### src/rtl/rf_wb_queue.sv
//------------------------------------------------------------------------------
// Module   : rf_wb_queue
// Brief    : In-order register-file writeback queue merging EXU and LSU results,
//            with combinational RAW hazard lookup against queued entries.
// Revision : 1.0 - initial release
//------------------------------------------------------------------------------
`default_nettype none

module rf_wb_queue #(
   parameter int ADDR_WIDTH = 5,
   parameter int DATA_WIDTH = 32,
   parameter int DEPTH      = 4
) (
   input  logic                    clk,
   input  logic                    rst,
   input  logic                    exu_valid,
   input  logic [ADDR_WIDTH-1:0]   exu_addr,
   input  logic [DATA_WIDTH-1:0]   exu_data,
   output logic                    exu_ready,
   input  logic                    lsu_valid,
   input  logic [ADDR_WIDTH-1:0]   lsu_addr,
   input  logic [DATA_WIDTH-1:0]   lsu_data,
   output logic                    lsu_ready,
   output logic                    rf_wen,
   output logic [ADDR_WIDTH-1:0]   rf_waddr,
   output logic [DATA_WIDTH-1:0]   rf_wdata,
   input  logic [ADDR_WIDTH-1:0]   chk_addr1,
   input  logic [ADDR_WIDTH-1:0]   chk_addr2,
   output logic                    hazard1,
   output logic                    hazard2,
   output logic [$clog2(DEPTH):0]  count
);

   localparam int                 c_PTR_W = $clog2(DEPTH);
   localparam int                 c_CNT_W = c_PTR_W + 1;
   localparam logic [c_CNT_W-1:0] c_DEPTH = c_CNT_W'(DEPTH);

   logic [ADDR_WIDTH-1:0] r_addr [DEPTH];
   logic [DATA_WIDTH-1:0] r_data [DEPTH];
   logic [c_PTR_W-1:0]    r_rd_ptr;
   logic [c_PTR_W-1:0]    r_wr_ptr;
   logic [c_CNT_W-1:0]    r_count;

   logic                  w_lsu_acc;
   logic                  w_exu_acc;
   logic [ADDR_WIDTH-1:0] w_push_addr;
   logic [DATA_WIDTH-1:0] w_push_data;
   logic                  w_push;
   logic                  w_pop;
   logic [DEPTH-1:0]      w_hit1;
   logic [DEPTH-1:0]      w_hit2;

   // LSU has fixed priority; at most one request is accepted per cycle.
   assign lsu_ready   = (r_count < c_DEPTH);
   assign exu_ready   = (r_count < c_DEPTH) && !lsu_valid;
   assign w_lsu_acc   = lsu_valid && lsu_ready;
   assign w_exu_acc   = exu_valid && exu_ready;
   assign w_push_addr = w_lsu_acc ? lsu_addr : exu_addr;
   assign w_push_data = w_lsu_acc ? lsu_data : exu_data;

   // Writes to x0 complete the handshake but are dropped.
   assign w_push = (w_lsu_acc || w_exu_acc) && (w_push_addr != '0);
   assign w_pop  = (r_count != '0);

   always_ff @(posedge clk) begin
      if (rst) begin
         r_rd_ptr <= '0;
         r_wr_ptr <= '0;
         r_count  <= '0;
      end else begin
         if (w_push) r_wr_ptr <= r_wr_ptr + c_PTR_W'(1);
         if (w_pop)  r_rd_ptr <= r_rd_ptr + c_PTR_W'(1);
         if (w_push && !w_pop)      r_count <= r_count + c_CNT_W'(1);
         else if (!w_push && w_pop) r_count <= r_count - c_CNT_W'(1);
      end
   end

   always_ff @(posedge clk) begin
      if (w_push && !rst) begin
         r_addr[r_wr_ptr] <= w_push_addr;
         r_data[r_wr_ptr] <= w_push_data;
      end
   end

   assign rf_wen   = w_pop;
   assign rf_waddr = rf_wen ? r_addr[r_rd_ptr] : '0;
   assign rf_wdata = rf_wen ? r_data[r_rd_ptr] : '0;
   assign count    = r_count;

   // An entry is occupied when its distance from the head is below count.
   for (genvar gi = 0; gi < DEPTH; gi++) begin : g_entry
      logic [c_PTR_W-1:0] w_ofs;
      logic               w_occ;
      assign w_ofs      = c_PTR_W'(gi) - r_rd_ptr;
      assign w_occ      = ({1'b0, w_ofs} < r_count);
      assign w_hit1[gi] = w_occ && (r_addr[gi] == chk_addr1);
      assign w_hit2[gi] = w_occ && (r_addr[gi] == chk_addr2);
   end

   assign hazard1 = (chk_addr1 != '0) && (|w_hit1);
   assign hazard2 = (chk_addr2 != '0) && (|w_hit2);

endmodule

`default_nettype wire

### config.mk
export PLATFORM = sky130hd
export DESIGN_NAME = rf_wb_queue
export DESIGN_NICKNAME = d
export VERILOG_FILES = /design/src/rtl/rf_wb_queue.sv
export SDC_FILE = /design/constraint.sdc
export NUM_CORES = 1
export LEC_CHECK = 0
export ABC_AREA = 1
export BUFFER_PORTS_ARGS = -buffer_cell sky130_fd_sc_hd__buf_2
export CAP_MARGIN = 20
export CORE_MARGIN = 2
export CORE_UTILIZATION = 50
export DETAILED_ROUTE_END_ITERATION = 8
export PLACE_DENSITY_LB_ADDON = 0.1
export SLEW_MARGIN = 20
export SYNTH_ARGS = -nofsm -noshare
export SYNTH_HDL_FRONTEND = slang
export SYNTH_SLANG_ARGS = --single-unit
### constraint.sdc
create_clock -name clk -period 4.7 [get_ports clk]
set_clock_uncertainty 0.2 [all_clocks]
set_input_delay 0.705 -clock clk [delete_from_list [all_inputs] [get_ports clk]]
set_output_delay 0.705 -clock clk [all_outputs]
set_load 0.03 [all_outputs]
==> reports/metrics.cfg <==
[place]
port_buffers = 132
placement.setup.worst_slack_ps = 1410
gp_routability_congestion = 0.839
dpl.cell_count = 965
detailedPlacementHpwl_um = 10500
detailed_place.area_um2 = 8200

[sta]
timing.final.hold_violations = 0
final.period_utilization_pct = 71.2
final-max-slew-violation-count = 0
max-slew-margin-rel_pct = 38.6
max_freq_ghz = 0.299
final-setup-viol-count = 0
timing.final.crit_period_ps = 3350
rsz0062_at_grt = no
tightest_slew_ps = 920
fin_worst_hold_slack_ps = 344
totalNegativeSetupSlack_ps = 0
setup_ws_ps = 1350

[grt]
grt_pass1_vias = 5093
grt_start_max_net_pins = 77
globalRouteTotalUtil_pct = 21.0
wire_length_of_the_first_global_routing_pass_um = 25600
antenna_found_initial = 0
grt_overflow = 0

[detailed_routing]
drt_iter0_drc = 383
drc_errors = 0
average_wire_length_per_cell_after_detail_routing_um = 16.5
overall_via_count_from_detail_route = 5215
routed_wl_um = 16500
detail_route.vias_per_cell = 5.23
detail_route.first_pass.iterations = 4
route.antenna.remaining_nets = 0

[outcome]
status = finished, final reports clean

[critical_path]
critical_path.max_stage_delay_ps = 450
timing.critical_path.cells = buf_4, inv_2, nor2_1, o21ai_0, a21oi_1, buf_2
r2r_slack_ps = 1650
critical_path.max_fanout = 38
timing.critical_path.arrival_ps = 2440
setup.worst_path.start_class = register
worstReg2RegStart = count[2]
critPathRequiredTime_ps = 3800
cp_num_buf_inv = 3
critical_path.slowest_cell = sky130_fd_sc_hd__inv_2
end_kind = primary output
crit_family = buffers and inverters
crit_type = reg2out

[clocking]
post-cts-setup-buffer-count = 0
cts_hold_buffers = 0
cts_buffer_count = 17
cts_root_buf = sky130_fd_sc_hd__clkbuf_16
clk-insertion-delay-late_ps = 420
cts_resized = 0
clk_pin_slew_worst_paths_ps = 60
clockBufferDepth = 2
htreeDepth = 4
cts_sinks = 157
tritoncts = yes

[yosys]
synth.ff_latch_count = 157
yosysWarnings = 0
postSynthCellCount = 679
yosys_cell_types = 28
edff_count_synth = 148
synth_area_leaders = sky130_fd_sc_hd__edfxtp_1, sky130_fd_sc_hd__nor2_1, sky130_fd_sc_hd__o21ai_0, sky130_fd_sc_hd__mux2_2, sky130_fd_sc_hd__a21oi_1
synth-seq-area-share_pct = 62.6
most_used_standard_cell_by_instance_count_after_synthesis = sky130_fd_sc_hd__nor2_1
async_reset_ff_share_pct = 0
synthTopCellsByCount = sky130_fd_sc_hd__nor2_1, sky130_fd_sc_hd__edfxtp_1, sky130_fd_sc_hd__o21ai_0
synthDominantCellAreaShare_pct = 60.1
synth_top_area_cell = sky130_fd_sc_hd__edfxtp_1
postSynthNetCount = 776
synthesized_area_per_cell_um2 = 10.9
postSynth.topFlopCell = sky130_fd_sc_hd__edfxtp_1
synth.cell_area_um2 = 7390

[die]
placeableCoreArea_um2 = 14500
num_io_pins = 133
die_height_um = 126
die_width_um = 126
dieArea_um2 = 15800
initial_util_pct = 51.0
rows = 44

[hold_path]
class_of_the_worst_hold_path = reg2reg
timing.hold.worst.start = r_rd_ptr[1]

[power]
p_per_cell_area_nw_per_um2 = 601
vdd_ir_drop_max_v = 0.000408
static_leakage_uw = 0.00340

[layout]
design_area_um2 = 8760
layoutNonFillerInstCount = 997
area_delta_synth_final_pct = 18.5
drive_above_1_share_pct = 27.3
finish.net_count = 897
antenna_cells = 0

[job]
maxCapViolCount = 0

## stage by stage
step,power [uW],utilization (%)
after global routing,5560,60.5
after floorplan,3390,-
after global placement,3980,56.6
after CTS,5300,60.5
after detailed placement,4010,56.6
final,5260,60.5
## worst paths after layout
check / endpoint / depth (start not counted)
setup / recovery: rf_wdata[16] / 6
hold / removal: register / 2
setup reg to reg: count[1] / 13
hold reg to reg: register / 2
## registers in the layout, summed over array words and instances (netlist names), named ones only
name and count:
count 3, r_data 128, r_wr_ptr 2, r_addr 20, r_rd_ptr 2
## kinds of logic after synthesis
group | count (synthesis) | synth area share [%]
muxes | 32 | 4.88
adders and majority gates | 9 | 1.52
DFF | 157 | 62.6
xor gates and xnor gates | 39 | 4.62
buffers and inverters | 68 | 4.00
AOI/OAI and AO/OA | 134 | 9.14
and+or+nand+nor | 240 | 13.3
## worst min-delay path, cell delays in order (launching register included)
cell and delay, ps:
sky130_fd_sc_hd__dfxtp_1 340, sky130_fd_sc_hd__inv_1 80, sky130_fd_sc_hd__a21oi_1 80
## final cells by class
| cell class | count | area (um^2) |
|---|---|---|
| clock buffers | 20 | 437 |
| clock inverters | 12 | 121 |
| fillers | 1206 | 5720 |
| inverters | 26 | 98.8 |
| multi-input cells | 454 | 2490 |
| flip-flops and latches | 157 | 4630 |
| well taps | 184 | 230 |
| repair buffers | 144 | 751 |
## metal layers
layer	part of all wire (%)	routed length [um]	global-route usage, %
met2	50	8250	36.4
met3	4.8	799	3.85
met1	43	7130	26.3
met4	1.9	312	8.24
met5	0	0	0
## power breakdown
part	total, uW	internal [uW]	switching [uW]	leakage, uW
clock network	1300	775	524	0.000261
logic	2150	605	1540	0.00171
registers	1820	1750	68.7	0.00142
## placed cells by master, fill, tap and decap left out
cell	synthesis	routed
sky130_fd_sc_hd__nor3b_1	2	2
sky130_fd_sc_hd__nand2_2	4	4
sky130_fd_sc_hd__nor3_2	0	4
sky130_fd_sc_hd__a31oi_1	1	1
sky130_fd_sc_hd__nand2_4	2	2
sky130_fd_sc_hd__clkbuf_16	0	17
sky130_fd_sc_hd__edfxtp_1	148	148
sky130_fd_sc_hd__inv_2	3	2
sky130_fd_sc_hd__nand2_1	41	41
sky130_fd_sc_hd__clkinv_1	0	2
sky130_fd_sc_hd__o21ai_0	82	82
sky130_fd_sc_hd__buf_4	3	12
sky130_fd_sc_hd__ha_1	9	9
sky130_fd_sc_hd__bufinv_16	0	2
sky130_fd_sc_hd__nor2_4	1	2
sky130_fd_sc_hd__dfxtp_2	0	2
sky130_fd_sc_hd__buf_2	13	132
sky130_fd_sc_hd__mux2_2	32	32
sky130_fd_sc_hd__o21ai_2	1	1
sky130_fd_sc_hd__xnor2_1	22	22
sky130_fd_sc_hd__clkinvlp_4	0	4
sky130_fd_sc_hd__nand3_4	1	1
sky130_fd_sc_hd__nor3_1	6	2
sky130_fd_sc_hd__nor2_1	170	170
sky130_fd_sc_hd__a21oi_1	50	50
sky130_fd_sc_hd__nand3_1	12	12
sky130_fd_sc_hd__inv_6	0	1
sky130_fd_sc_hd__xor2_1	17	17
sky130_fd_sc_hd__clkbuf_1	19	3
sky130_fd_sc_hd__clkinv_2	0	4
sky130_fd_sc_hd__inv_1	23	23
sky130_fd_sc_hd__dfxtp_1	9	7
(Power assumes the default switching activity.)
